<file path="src/rtl/bg_block_mem_ctrl.sv">
// Memory-side engine for the 16-pixel BG block cache: writes dirty pixels back as a
// masked 4-beat burst, then reads the next block and hands it to the backend.
module bg_block_mem_ctrl #(
  parameter bit SKIP_EMPTY_SAVE = 1'b1
) (
  input  logic         clk,
  input  logic         i_rst,
  input  logic         i_blockReq,
  input  logic [1:0]   i_step,
  input  logic         i_loadEnable,
  input  logic [14:0]  i_loadAdr,
  input  logic [14:0]  i_saveAdr,
  input  logic [255:0] i_saveBlock,
  input  logic [15:0]  i_saveMask,
  output logic         o_busy,
  output logic         o_maskClear,
  output logic         o_importValid,
  output logic [255:0] o_importBlock,
  output logic         o_memCmdValid,
  input  logic         i_memCmdReady,
  output logic         o_memWrite,
  output logic [16:0]  o_memAdr,
  output logic [63:0]  o_memWData,
  output logic [7:0]   o_memBE,
  output logic         o_memWValid,
  input  logic         i_memWReady,
  input  logic         i_memRValid,
  input  logic [63:0]  i_memRData
);

  typedef enum logic [2:0] {
    IDLE,
    SAVE_CMD,
    SAVE_DATA,
    LOAD_CMD,
    LOAD_DATA,
    DONE
  } stateT;

  // Each 16-bit pixel owns two byte lanes of the 64-bit beat.
  function automatic logic [7:0] pixelBe(input logic [3:0] m);
    return {{2{m[3]}}, {2{m[2]}}, {2{m[1]}}, {2{m[0]}}};
  endfunction

  stateT          state;
  logic [1:0]     beatCnt;
  logic [1:0]     nextBeat;
  logic [255:0]   saveBlock;
  logic [15:0]    saveMask;
  logic [191:0]   asmBlock;
  logic [14:0]    loadAdr;
  logic           loadEn;
  logic           accept;
  logic           saveNeeded;

  assign nextBeat   = beatCnt + 2'd1;
  assign accept     = (state == IDLE) && i_blockReq;
  assign saveNeeded = (|i_saveMask) || !SKIP_EMPTY_SAVE;

  // NOTE: pure data registers carry no reset; they are always written before being read.
  always_ff @(posedge clk) begin
    if (accept && i_step[1]) begin
      saveBlock <= i_saveBlock;
      saveMask  <= i_saveMask;
    end
    if (state == LOAD_DATA && i_memRValid) begin
      case (beatCnt)
        2'd0:    asmBlock[63:0]    <= i_memRData;
        2'd1:    asmBlock[127:64]  <= i_memRData;
        2'd2:    asmBlock[191:128] <= i_memRData;
        default: ;
      endcase
    end
  end

  // NOTE: all state and outputs update with non-blocking assignments so every
  // decision in this block sees the pre-edge values.
  always_ff @(posedge clk) begin
    if (i_rst) begin
      state         <= IDLE;
      beatCnt       <= 2'd0;
      loadAdr       <= '0;
      loadEn        <= 1'b0;
      o_busy        <= 1'b0;
      o_maskClear   <= 1'b0;
      o_importValid <= 1'b0;
      o_importBlock <= '0;
      o_memCmdValid <= 1'b0;
      o_memWrite    <= 1'b0;
      o_memAdr      <= '0;
      o_memWData    <= '0;
      o_memBE       <= '0;
      o_memWValid   <= 1'b0;
    end else begin
      o_maskClear   <= 1'b0;
      o_importValid <= 1'b0;
      case (state)
        IDLE: begin
          if (i_blockReq) begin
            loadEn  <= i_loadEnable;
            loadAdr <= i_loadAdr;
            if (i_step[1]) begin
              o_maskClear <= 1'b1;
              if (saveNeeded) begin
                state         <= SAVE_CMD;
                o_busy        <= 1'b1;
                o_memCmdValid <= 1'b1;
                o_memWrite    <= 1'b1;
                o_memAdr      <= {i_saveAdr, 2'b00};
              end else if (i_loadEnable) begin
                state         <= LOAD_CMD;
                o_busy        <= 1'b1;
                o_memCmdValid <= 1'b1;
                o_memWrite    <= 1'b0;
                o_memAdr      <= {i_loadAdr, 2'b00};
              end
            end else if (i_step[0] && i_loadEnable) begin
              state         <= LOAD_CMD;
              o_busy        <= 1'b1;
              o_memCmdValid <= 1'b1;
              o_memWrite    <= 1'b0;
              o_memAdr      <= {i_loadAdr, 2'b00};
            end
          end
        end
        SAVE_CMD: begin
          if (i_memCmdReady) begin
            state         <= SAVE_DATA;
            beatCnt       <= 2'd0;
            o_memCmdValid <= 1'b0;
            o_memWValid   <= 1'b1;
            o_memWData    <= saveBlock[63:0];
            o_memBE       <= pixelBe(saveMask[3:0]);
          end
        end
        SAVE_DATA: begin
          if (i_memWReady) begin
            if (beatCnt == 2'd3) begin
              // The read is only issued here, after the last write beat has been taken.
              beatCnt     <= 2'd0;
              o_memWValid <= 1'b0;
              o_memWrite  <= 1'b0;
              if (loadEn) begin
                state         <= LOAD_CMD;
                o_memCmdValid <= 1'b1;
                o_memAdr      <= {loadAdr, 2'b00};
              end else begin
                state  <= IDLE;
                o_busy <= 1'b0;
              end
            end else begin
              beatCnt    <= nextBeat;
              o_memWData <= saveBlock[{nextBeat, 6'd0} +: 64];
              o_memBE    <= pixelBe(saveMask[{nextBeat, 2'b00} +: 4]);
            end
          end
        end
        LOAD_CMD: begin
          if (i_memCmdReady) begin
            state         <= LOAD_DATA;
            beatCnt       <= 2'd0;
            o_memCmdValid <= 1'b0;
          end
        end
        LOAD_DATA: begin
          if (i_memRValid) begin
            beatCnt <= nextBeat;
            if (beatCnt == 2'd3) begin
              state         <= DONE;
              o_importBlock <= {i_memRData, asmBlock};
              o_importValid <= 1'b1;
            end
          end
        end
        DONE: begin
          state  <= IDLE;
          o_busy <= 1'b0;
        end
        default: state <= IDLE;
      endcase
    end
  end

endmodule
</file>
<file path="config.mk">
export PLATFORM = sky130hd
export DESIGN_NAME = bg_block_mem_ctrl
export DESIGN_NICKNAME = d
export VERILOG_FILES = /design/src/rtl/bg_block_mem_ctrl.sv
export SDC_FILE = /design/constraint.sdc
export NUM_CORES = 1
export LEC_CHECK = 0
export ABC_AREA = 0
export BUFFER_PORTS_ARGS = -buffer_cell sky130_fd_sc_hd__buf_2
export CAP_MARGIN = 20
export CORE_AREA = 5 5 278 280
export CTS_BUF_LIST = sky130_fd_sc_hd__clkbuf_8
export CTS_CLUSTER_SIZE = 12
export DETAILED_ROUTE_END_ITERATION = 8
export DIE_AREA = 0 0 283 285
export PLACE_DENSITY_LB_ADDON = 0.08
export SLEW_MARGIN = 15
export SYNTH_ARGS = -nofsm -noshare
export SYNTH_HDL_FRONTEND = slang
export SYNTH_SLANG_ARGS = --single-unit
</file>
<file path="constraint.sdc">
create_clock -name clk -period 34.6 [get_ports clk]
set_clock_uncertainty 0.1 [all_clocks]
set_input_delay 5.19 -clock clk [delete_from_list [all_inputs] [get_ports clk]]
set_output_delay 5.19 -clock clk [all_outputs]
set_load 0.1 [all_outputs]
</file>
; Word level (Yosys, flattened, before mapping)
; Cells that the tools add are included.
[word_totals]
ff_bits = 836
input_bits = 375
output_inout_bits = 351
word_cells = 136
[op_classes]
n_addsub = 1
eq_ne = 21
shifts = 2
mux = 61
bitwise_logic = 4
reduce_logical = 28
[op_table]
columns = op, n
row1 = $shiftx 256x9->64, 1
row2 = $mux 64, 3
row3 = $mux 17, 8
row4 = $pmux 64 s2, 1
row5 = $pmux 17 s2, 1
row6 = $mux 3, 11
row7 = $mux 8, 3
row8 = $mux 1, 22
row9 = $ne 2x2->1 const B, 9
row10 = $pmux 8 s2, 1
row11 = $reduce_or 16->1, 1
row12 = $shiftx 16x5->4, 1
row13 = $pmux 3 s5, 1
row14 = $reduce_and 7->1, 2
row15 = $reduce_and 4->1, 3
row16 = $mux 2, 5
row17 = $reduce_and 9->1, 1
row18 = $reduce_bool 3->1, 3
row19 = $reduce_and 2->1, 4
row20 = $reduce_and 8->1, 1
row21 = $eq 3x2->1 const B, 2
row22 = $eq 3x3->1 const B, 2
row23 = $pmux 1 s3, 2
row24 = $pmux 2 s3, 1
row25 = 17 further kinds, 28

; Logic depth before layout (Yosys ltp)
[depth]
ltp_word = 5
mapped_depth = 11

; Worst setup path before layout
; No wires, ideal clock.
[synth_timing]
path_kind = input to register
startpoint = input port i_blockReq
endpoint = register saveBlock[0], enable pin
setup_ns = 0.912
arrival_time_ns = 17.236
t_required_ns = 33.588
path_slack_ns = 16.352
stages = 5
cell_sequence = nand2b_1 > or3_1 > clkbuf_1 > clkbuf_1 > nor2_1
[synth_between]
elab_chain_cells = 2
[synth_rtl]
columns = item, line_no
row1 = from (decl), 8  ; input logic i_blockReq,
row2 = $logic_and 1x1->1, 57  ; assign accept = (state == IDLE) && i_blockReq;
row3 = $logic_and 1x1->1, 62  ; if (accept && i_step[1]) begin
row4 = to (signal assigned), 63  ; saveBlock <= i_saveBlock;
row5 = to (decl), 48  ; logic [255:0] saveBlock;
; No other way between the ends.
; A chain may end at the register's enable or synchronous reset.

; Worst setup path in the final report
[layout_timing]
startpoint = input port i_blockReq
endpoint = register saveBlock[177], enable pin
; Same word-level chain as after synthesis.

==> metrics <==
Hold Vio Cnt, Final 0; Yosys top cell by area edfxtp_1; worst slew pin tran ~1.2 ns; CP bufs+invs 3; Slew Viols, Final 0; Crit path top cell by count buf_4; Worst-path clk slew 0.05 ns; Post-Synthesis Cells 2395; crit path time final 8.54 ns; reg2reg path depth 5; Crit path required time 34.86 ns; CTS sink count between 800 and 900; CP Depth 6; die height approximately 290 um; post-synthesis register bit count just over 800; Die ar. a little over 80000 um2; post-synthesis cell area 28700 um2; drt total wl 87.3 mm; Async SR Flop Fraction 0%; post-layout net count 3495; Final Util 48.4%; Initial Utilization 38.6%; Die Wd 283 um; CTS H-tree lvls 4; critical-path cell list buf_2 -> nand2b_1 -> or3_1 -> nor2_4 -> buf_4 -> buf_4; fin worst setup slack 26.06 ns; drc violations 0; crit-path max cell delay roughly 0.96 ns; number of global-route vias before repair approximately 21000; sequential-to-total area share from yosys stat 74.2%; largest net degree at the start of global routing roughly 140; # IOs just over 700; top cell type's share of synthesized area 48.6%; Avg Cell Area, Syn 12.0 um2; outcome complete, no violations; Final period util about a quarter; crit path DAT around 8.8 ns; WS Path Type input pin to register; Vias 20899; RSZ-0062 raised after global routing no; CP max-delay cell buf_4; crit-path max FO 87; global route overflow 0; Synth Flop Type edfxtp_1; CP startpoint kind input pin; Final Power 2.43 mW; final setup fails 0; Clock Path Buffers 3; Clock Latency Late Sink between 0.7 and 0.8 ns; CTS tree yes; Unique masters post-synth 46; Rows 100; first-pass detailed-route iteration total 5; setup_tns 0 ns; VDD IR max between 0.05 and 0.06 mV; total track usage 20.7%; PwrDens 67.5 nW/um2; max_cap viols 0; FILL cells 6939; initial antenna violation count 49; layout cells sized above 1 29.5%; CTS hold repair buffers 0; Rel. slew slack 23.2%; Ys Warns 0; path type of the worst min-delay path register to register; Worst Setup End Kind register; number of flops mapped to enable cells by yosys 464; Crit path max-delay family buffers and inverters; fmax 117 MHz; area of the core 74200 um2; synth top area cells edfxtp_1, dfxtp_1, nand2_1, a21oi_1, a311o_1; dpl ws 25.30 ns; vias per cell just under 5; WL/cell 20.7 um; static leakage 14.0 nW; post_cts resized 0; Routed Antenna Nets 0; IO Port Bufs 723; Synth-to-Final Area Change 25.4%; worst hold stages 2; # Post-CTS Setup Buffers 0; post-DP HPWL approximately 58 mm; Num CTS Buffers 143; Starting DRT DRC Count 1318; Routability Congestion about 0.80; first-pass GRT wire length 129 mm; root buf cell clkbuf_8
[cell families after synthesis]
group / synth area share, %
AO/OA/AOI/OAI: 11.6
adder cells (fa/ha/maj): 0.175
buffers and inverters: 2.57
flip-flops: 74.2
multiplexers: 0.105
other: 0.0131
AND/OR/NAND/NOR: 11.4
[power by group]
| group | internal (mW) | leakage (nW) | switching [mW] |
|---|---|---|---|
| combinational | 0.0886 | 5.09 | 0.323 |
| clock | 0.469 | 1.68 | 0.404 |
| sequential | 1.11 | 7.20 | 0.0297 |
[worst paths after layout]
kind / startpoint / endpoint / slack, ns
worst max-delay path: i_blockReq / saveBlock[177] / 26.06
worst min-delay path: o_importBlock[22] / o_importBlock[22] / 0.35
worst max register to register: state[1] / saveBlock[177] / 29.97
worst min register to register: o_importBlock[22] / o_importBlock[22] / 0.35
[cell type report]
cell class | instances | area [um2] | share of cell area (%)
tap | 969 | 1210 | 3.37
timing repair buffer | 746 | 3830 | 10.6
inverter | 5 | 18.8 | 0.0522
antenna | 21 | 52.6 | 0.146
clock buffer | 161 | 2220 | 6.17
clock inverter | 105 | 646 | 1.80
multi-input combinational | 1390 | 6710 | 18.7
sequential | 830 | 21300 | 59.2
[routing by layer]
layer	global-route usage, %	up-vias	wire, um
met2	34.6	723	42200
met1	23.1	9973	33500
li1	-	9919	-
met3	8.67	230	7560
met4	9.54	54	3780
met5	0	-	337
[registers in the layout, indices dropped and copies added, names as in the netlist]
name	flops
asmBlock	192
saveMask	16
saveBlock	256
o_maskClear	1
o_memWData	64
beatCnt	2
loadAdr	15
o_memCmdValid	1
o_memWrite	1
o_memAdr	15
o_memBE	4
loadEn	1
o_importValid	1
o_importBlock	256
o_busy	1
o_memWValid	1
state	3
[metrics by stage]
stage / area, um2 / instances / hold WS (ns)
after CTS: 35800 / 4204 / 0.351
final: 35900 / 4227 / 0.349
after global placement: 33000 / 3938 / 0.338
after global routing: 35900 / 4214 / 0.366
after floorplan: 28700 / 2396 / 0.337
after detailed placement: 33000 / 3938 / 0.344
[cells in the final DEF (no fill, tap or decap), drive strengths merged, types with 2 or more instances in the layout]
master,n
a21oi,349
clkbuf,161
mux2i,3
clkinv,28
nand3,5
nor2,99
nand3b,4
nor3,3
o211ai,3
a31oi,15
and2,4
clkinvlp,5
or3,2
dfxtp,366
nor4,4
nand2,714
diode,21
conb,2
ha,4
nand2b,6
a22oi,67
buf,746
edfxtp,464
a311o,67
o21ai,6
a22o,15
bufinv,5
inv,72
[tightest hold or removal path: stages (launching register included)]
cell and delay, ns:
dfxtp_1 0.30, nand2_1 0.05, a21oi_1 0.05
[Yosys cell counts, types with 4 or more instances]
cell      number
nand2_1      714
edfxtp_1     464
dfxtp_1      366
a21oi_1      347
clkbuf_1     122
nor2_1        99
a22oi_1       67
a311o_1       67
buf_2         42
a22o_1        15
a31oi_1       15
buf_4          6
nand2b_1       6
o21ai_0        6
nand3_1        5
and2_1         4
ha_1           4
inv_1          4
nand3b_1       4
nor4_1         4
Power figures use the tool's default switching activity.
